$ cat config.mk
export PLATFORM = sky130hd
export DESIGN_NAME = systolic_pe
export DESIGN_NICKNAME = d
export VERILOG_FILES = /design/src/rtl/pe_pkg.sv /design/src/rtl/pe_lane_mul.sv /design/src/rtl/systolic_pe.sv
export SDC_FILE = /design/constraint.sdc
export NUM_CORES = 1
export LEC_CHECK = 0
export CAP_MARGIN = 20
export CORE_UTILIZATION = 62
export CTS_CLUSTER_DIAMETER = 120
export DETAILED_ROUTE_END_ITERATION = 8
export GPL_ROUTABILITY_DRIVEN = 0
export PLACE_DENSITY = 0.83
export RECOVER_POWER = 50
export SETUP_SLACK_MARGIN = 0.5
export SYNTH_ARGS = -nofsm -noshare
export SYNTH_HDL_FRONTEND = slang
export SYNTH_HIERARCHICAL = 1
export SYNTH_SLANG_ARGS = --single-unit
$ cat constraint.sdc
create_clock -name clk -period 12 [get_ports clk]
set_input_delay 1.8 -clock clk [delete_from_list [all_inputs] [get_ports clk]]
set_output_delay 1.8 -clock clk [all_outputs]
set_load 0.02 [all_outputs]
$ cat src/rtl/pe_pkg.sv
// ---------------------------------------------------------------------------
// pe_pkg
// Shared definitions for the systolic processing element:
//   - datapath widths (ACC_W, DATA_W)
//   - operand format codes for the DATA_TYPE parameter
//   - lane_count(dt) : number of packed lanes in a 32-bit operand word
//   - is_signed(dt)  : whether lanes are two's complement
// The reserved codes 110/111 behave as int32 in both helper functions.
// ---------------------------------------------------------------------------
package pe_pkg;

   localparam int ACC_W  = 64;
   localparam int DATA_W = 32;

   localparam logic [2:0] DT_UINT8  = 3'b000;
   localparam logic [2:0] DT_UINT16 = 3'b001;
   localparam logic [2:0] DT_UINT32 = 3'b010;
   localparam logic [2:0] DT_INT8   = 3'b011;
   localparam logic [2:0] DT_INT16  = 3'b100;
   localparam logic [2:0] DT_INT32  = 3'b101;

   function automatic int lane_count(input logic [2:0] dt);
      case (dt)
         DT_UINT8,  DT_INT8:  return 4;
         DT_UINT16, DT_INT16: return 2;
         default:             return 1;
      endcase
   endfunction

   function automatic logic is_signed(input logic [2:0] dt);
      return (dt >= DT_INT8);
   endfunction

endpackage

$ cat src/rtl/pe_lane_mul.sv
// ---------------------------------------------------------------------------
// pe_lane_mul
// One multiplier slice of the PE. Multiplies two W-bit lane operands at full
// 2W-bit precision and extends the product to ACC_W bits (sign-extension when
// IS_SIGNED, zero-extension otherwise). Unused lanes are fed zero operands by
// the parent, so their contribution is a constant zero.
// Ports:
//   a, b  in   W      lane operands
//   prod  out  ACC_W  extended lane product
// ---------------------------------------------------------------------------
module pe_lane_mul
   import pe_pkg::*;
#(
   parameter int W         = 8,
   parameter bit IS_SIGNED = 1'b1
) (
   input  logic [W-1:0]     a,
   input  logic [W-1:0]     b,
   output logic [ACC_W-1:0] prod
);

   logic [2*W-1:0] a_ext;
   logic [2*W-1:0] b_ext;
   logic [2*W-1:0] p_full;

   // Extending both operands to 2W first makes the modulo-2^(2W) product
   // exact for both signed and unsigned interpretations.
   if (IS_SIGNED) begin : g_signed
      assign a_ext = {{W{a[W-1]}}, a};
      assign b_ext = {{W{b[W-1]}}, b};
   end else begin : g_unsigned
      assign a_ext = {{W{1'b0}}, a};
      assign b_ext = {{W{1'b0}}, b};
   end

   assign p_full = a_ext * b_ext;

   if (2*W == ACC_W) begin : g_no_ext
      assign prod = p_full;
   end else if (IS_SIGNED) begin : g_sext
      assign prod = {{(ACC_W-2*W){p_full[2*W-1]}}, p_full};
   end else begin : g_zext
      assign prod = {{(ACC_W-2*W){1'b0}}, p_full};
   end

endmodule

$ cat src/rtl/systolic_pe.sv
// ---------------------------------------------------------------------------
// systolic_pe
// Processing element of an output-stationary systolic matrix-multiply array.
// Each cycle the packed row/column operands are multiplied lane by lane, the
// lane products summed (stage 1, registered) and added into a 64-bit
// accumulator (stage 2). Operands are forwarded east/south through one
// register each so that neighbouring PEs see skewed data.
// Ports:
//   clk        in   1   rising-edge clock
//   rst        in   1   synchronous active-high reset, clears every register
//   row_in     in   32  packed row operand, lane 0 in the low bits
//   col_in     in   32  packed column operand, same packing
//   row_out    out  32  row_in delayed one cycle
//   col_out    out  32  col_in delayed one cycle
//   pe_result  out  65  {sticky overflow flag, accumulator[63:0]}
// ---------------------------------------------------------------------------
module systolic_pe
   import pe_pkg::*;
#(
   parameter logic [2:0] DATA_TYPE = 3'b011
) (
   input  logic              clk,
   input  logic              rst,
   input  logic [DATA_W-1:0] row_in,
   input  logic [DATA_W-1:0] col_in,
   output logic [DATA_W-1:0] row_out,
   output logic [DATA_W-1:0] col_out,
   output logic [ACC_W:0]    pe_result
);

   // Reserved codes fold onto int32.
   localparam logic [2:0] DT    = (DATA_TYPE > DT_INT32) ? DT_INT32 : DATA_TYPE;
   localparam int         LANES = lane_count(DT);
   localparam int         LW    = DATA_W / LANES;
   localparam bit         SGN   = is_signed(DT);

   logic [ACC_W-1:0] lane_prod [4];
   logic [ACC_W-1:0] sum_lo;
   logic [ACC_W-1:0] sum_hi;
   logic [ACC_W-1:0] prod_sum;

   logic [ACC_W-1:0] prod_q;
   logic [ACC_W-1:0] acc_q;
   logic             ovf_q;

   logic [ACC_W:0]   acc_sum;
   logic             wrap_unsigned;
   logic             wrap_signed;
   logic             wrap;

   for (genvar i = 0; i < 4; i++) begin : g_lane
      if (i < LANES) begin : g_active
         pe_lane_mul #(.W(LW), .IS_SIGNED(SGN)) u_mul (
            .a    (row_in[i*LW +: LW]),
            .b    (col_in[i*LW +: LW]),
            .prod (lane_prod[i])
         );
      end else begin : g_idle
         pe_lane_mul #(.W(LW), .IS_SIGNED(SGN)) u_mul (
            .a    ('0),
            .b    ('0),
            .prod (lane_prod[i])
         );
      end
   end

   // Two-level adder tree; wraps modulo 2^64 like the accumulator.
   assign sum_lo   = lane_prod[0] + lane_prod[1];
   assign sum_hi   = lane_prod[2] + lane_prod[3];
   assign prod_sum = sum_lo + sum_hi;

   // Wrap detection for the stage-2 add: carry out for unsigned formats,
   // same-sign operands giving a different-sign result for signed formats.
   assign acc_sum       = {1'b0, acc_q} + {1'b0, prod_q};
   assign wrap_unsigned = acc_sum[ACC_W];
   assign wrap_signed   = (acc_q[ACC_W-1] == prod_q[ACC_W-1]) &&
                          (acc_sum[ACC_W-1] != acc_q[ACC_W-1]);
   assign wrap          = SGN ? wrap_signed : wrap_unsigned;

   // NOTE: state registers use non-blocking assignments so every register
   // samples pre-edge values, independent of statement order.
   always_ff @(posedge clk) begin
      if (rst) begin
         row_out <= '0;
         col_out <= '0;
         prod_q  <= '0;
         acc_q   <= '0;
         ovf_q   <= 1'b0;
      end else begin
         row_out <= row_in;
         col_out <= col_in;
         prod_q  <= prod_sum;
         acc_q   <= acc_sum[ACC_W-1:0];
         ovf_q   <= ovf_q | wrap;
      end
   end

   assign pe_result = {ovf_q, acc_q};

endmodule

; ---- Word-level counts from Yosys, hierarchy flattened
; Index checks and enable logic that the tools add are counted.
[totals]
reg_bits = 193
in_bits = 66
output_inout_bits = 129
word_cells = 17
[classes]
addsub = 4
n_mul = 4
eq_ne = 2
bitwise = 1
reduce_logical = 1
[op_table]
columns = op, count
row1 = 64-bit adder, 1
row2 = 8-bit by 8-bit multiplier with 16-bit output, 4
row3 = 16-bit by 16-bit adder with 17-bit output, 2
row4 = 17-bit by 17-bit adder with 18-bit output, 1
row5 = 1-bit == test, 1
row6 = 1-bit logical AND, 1
row7 = 1-bit != test, 1
row8 = 1-bit bitwise OR, 1

; ---- Logic depth before layout (Yosys ltp)
[depth]
depth_word = 4
mapped_depth = 32
mapped_depth_nobuf = 31

; ---- By module
; The synthesis kept the hierarchy.
[by_module_without_submodules]
columns = module, instances, cells_per_inst, area_each_um2, seq_area_each_um2
row1 = systolic_pe, 1, 2073, 16702.3, 3863.7
row2 = pe_lane_mul at g_lane[3].g_active.u_mul, 1, 336, 2914.0, 0.0
row3 = pe_lane_mul at g_lane[1].g_active.u_mul, 1, 337, 2896.5, 0.0
row4 = pe_lane_mul at g_lane[0].g_active.u_mul, 1, 337, 2892.8, 0.0
row5 = pe_lane_mul at g_lane[2].g_active.u_mul, 1, 336, 2891.5, 0.0

; ---- Worst setup path before layout
; OpenSTA, ideal clock, no wires.
[synth_path]
path_type = in2reg
start = input port col_in[27]
end = register prod_q[58]
arrival_time_ns = 10.844
required_time_ns = 11.877
path_slack_ns = 1.033
cell_stages = 31
path_buffers = 2
path_cell_list = and2_1 > fa_1 > inv_1 > fa_1 > inv_1 > fa_1 > inv_1 > fa_1 > inv_1 > ha_1 > and2_1 > nand4_1 > a21oi_2 > nor4_2 > a2bb2oi_1 > buf_4 > inv_1 > fa_1 > fa_1 > inv_1 > ha_1 > buf_2 > a21oi_2 > o21ai_1 > a2111oi_0 > nor2_1 > a31oi_1 > a2111oi_2 > or3_4 > o31ai_2 > mux2_1
[synth_rtl]
columns = element, line
row1 = "start, declared", systolic_pe.sv:25  ; input logic [DATA_W-1:0] col_in,
row2 = "end signal, assigned", systolic_pe.sv:92  ; prod_q <= prod_sum;
row3 = "end, declared", systolic_pe.sv:42  ; logic [ACC_W-1:0] prod_q;

==> results_dict.tcl <==
set metrics [dict create \
    status "finished, violations left" \
    violations "max-capacitance violations, max-slew violations" \
    syn-cell-area_sq_um 28300 \
    cp_data_required_time_ps 12390 \
    drive_above_1_share 0.03016 \
    drt_iter0_drc 1636 \
    fin_ws_ps 1502 \
    seq_area_frac_synth 0.1365 \
    drtAntennaViolNets 0 \
    critical_path_class "input port to flip-flop" \
    worstMarginPinSlew_ps 3716 \
    cts_tree "done" \
    fin_setup_tns_ps 0 \
    cts_root_buffer "clkbuf_16" \
    cts_buffer_depth 2 \
    synth_commonest_cells "inv_1, fa_1, ha_1" \
    ys_ff_latch 193 \
    grtUsageTotal 0.2733 \
    io_buffers 194 \
    ys_types 91 \
    end_kind "flip-flop" \
    clkLatencyLatePin_ps 510 \
    yosys.area.top_type_share 0.2455 \
    ys_async_sr_fraction 0 \
    stdcell_count 3974 \
    critical_path.max_stage_delay_ps 660 \
    synth_enable_flop_cells 0 \
    cts_hold_buffers 0 \
    dieArea_sq_um 46500 \
    cp-start-kind "input port" \
    drcViolationCount 0 \
    yosysMostFrequentCell "inv_1" \
    netlist_instances 3419 \
    crit_fanout 26 \
    clock.fmax_mhz 95.25 \
    wl_per_cell_um 15.32 \
    vias 21470 \
    grt_max_degree 92 \
    area_delta_synth_final_pct 5.801 \
    finClkSkew_ps 19.27 \
    synth_largest_area_cell "fa_1" \
    setup_viol 0 \
    die_x_um 215.6 \
    cts_resized 0 \
    rows 77 \
    postCtsSetupBuffers 0 \
    rsz0062_at_grt "false" \
    syn_avg_cell_area_sq_um 8.276 \
    wl_mm 60.86 \
    grt_overflow 0 \
    hold_viol_final 0 \
    worstPathArrival_ps 10880 \
    numCtsBuffers 17 \
    post-place-ws_ps 1067 \
    fp.dieH_um 215.6 \
    core-area_sq_um 44610 \
    viasPerCell 5.403 \
    grt_pass1_wl_mm 103.7 \
    min_period_over_period 0.8749 \
    cts_sinks 193 \
    ys_warn_count 6 \
    htreeDepth 4 \
    whs_ps 512.5 \
    grt_pass1_vias 21560 \
    place.detailed.hpwl_mm 50.01 \
    hold_class "flip-flop to flip-flop" \
    maxCapViolations 2 \
    dp_cells 3942 \
    clk_pin_slew_ps 70 \
    start_util 0.6344 \
    synth_area_leaders "fa_1, dfxtp_1, ha_1" \
    min_period_ps 10500 \
    nNetsFinal 4024 \
    slowest_stage "o41ai_1" \
    dr.pass1.iters 5 \
    synth_nets 4074 \
    drv_slew 172 \
    ys.flop_type "dfxtp_1" \
    io_pins 195 \
    antenna_found_initial 0 \
    slew_headroom -1.477 \
    n_antenna_cell 0 \
]
sequential cells by signal (all words and copies together) (netlist names):
name     count
col_out     32
ovf_q        1
acc_q       64
row_out     32
prod_q      64
metrics by stage:
stage | cell area [sq um] | util
2_1_floorplan | 28300 | -
3_3_place_gp | 29330 | 0.6576
3_5_place_dp | 29330 | 0.6576
4_1_cts | 29950 | 0.6714
5_1_grt | 29940 | 0.6712
6_report | 29940 | 0.6712
per-layer routing:
layer,part of all wire,GRT usage,wire length [um]
met4,0.021,0.07872,1257
met1,0.48,0.3926,28960
met5,0,0,0
met2,0.44,0.4258,26790
met3,0.063,0.04242,3862
logic make-up after synthesis:
| logic type | share of synthesized area |
|---|---|
| buffers and inverters | 0.1565 |
| AND/OR/NAND/NOR | 0.1698 |
| adder cells (fa/ha/maj) | 0.3525 |
| AO/OA/AOI/OAI | 0.1274 |
| flip-flops | 0.1365 |
| XOR/XNOR | 0.04736 |
| multiplexers | 0.009905 |
layout make-up:
type / count / area (sq um)
fill: 3595 / 14670
tap: 592 / 740.7
timing repair buffer: 202 / 1992
sequential: 193 / 3864
clock inverter: 15 / 192.7
multi-input combinational: 2241 / 20040
clock buffer: 17 / 425.4
inverter: 714 / 2680
layout by cell type (no fill, tap or decap), types with 7 or more instances in the layout:
cell,Yosys,layout
a211oi_1,11,11
a21o_1,64,64
a21oi_1,192,192
a21oi_2,9,9
a31oi_1,20,20
and2_1,191,191
and3_1,20,20
buf_4,193,7
clkbuf_16,0,17
clkdlybuf4s50_1,0,114
dfxtp_1,193,193
dlygate4sd3_1,0,79
fa_1,347,347
ha_1,242,242
inv_1,714,714
mux2_1,10,10
mux2_2,10,10
nand2_1,175,175
nand2b_1,20,20
nand3_1,34,34
nand4_1,36,36
nor2_1,211,211
nor2b_1,137,137
nor3_1,43,43
nor4_1,8,8
o211ai_1,17,17
o21a_1,28,28
o21ai_0,85,85
o21ai_1,18,18
o21bai_1,28,28
o31a_1,8,8
o31ai_1,8,8
or3_1,7,7
xnor2_1,102,99
xor2_1,51,51
final timing paths:
| path | to | cells past startpoint | slack [ps] | from |
|---|---|---|---|---|
| min | ovf_q | 2 | 510 | ovf_q |
| min reg2reg | ovf_q | 2 | 510 | ovf_q |
| max reg2reg | acc_q[58] | 11 | 8690 | acc_q[0] |
| max | prod_q[45] | 30 | 1500 | col_in[28] |
worst max-delay path, delay by kind of cell:
| kind | cells | cell delay, ps |
|---|---|---|
| AND/OR/NAND/NOR | 7 | 1270 |
| AO/OA/AOI/OAI | 7 | 2410 |
| adder cells (fa/ha/maj) | 8 | 3930 |
| multiplexers | 1 | 350 |
| buffers and inverters | 7 | 1090 |
Power is not shown: default switching activity piles up to over one toggle a cycle in this logic, so the estimate is an artifact.
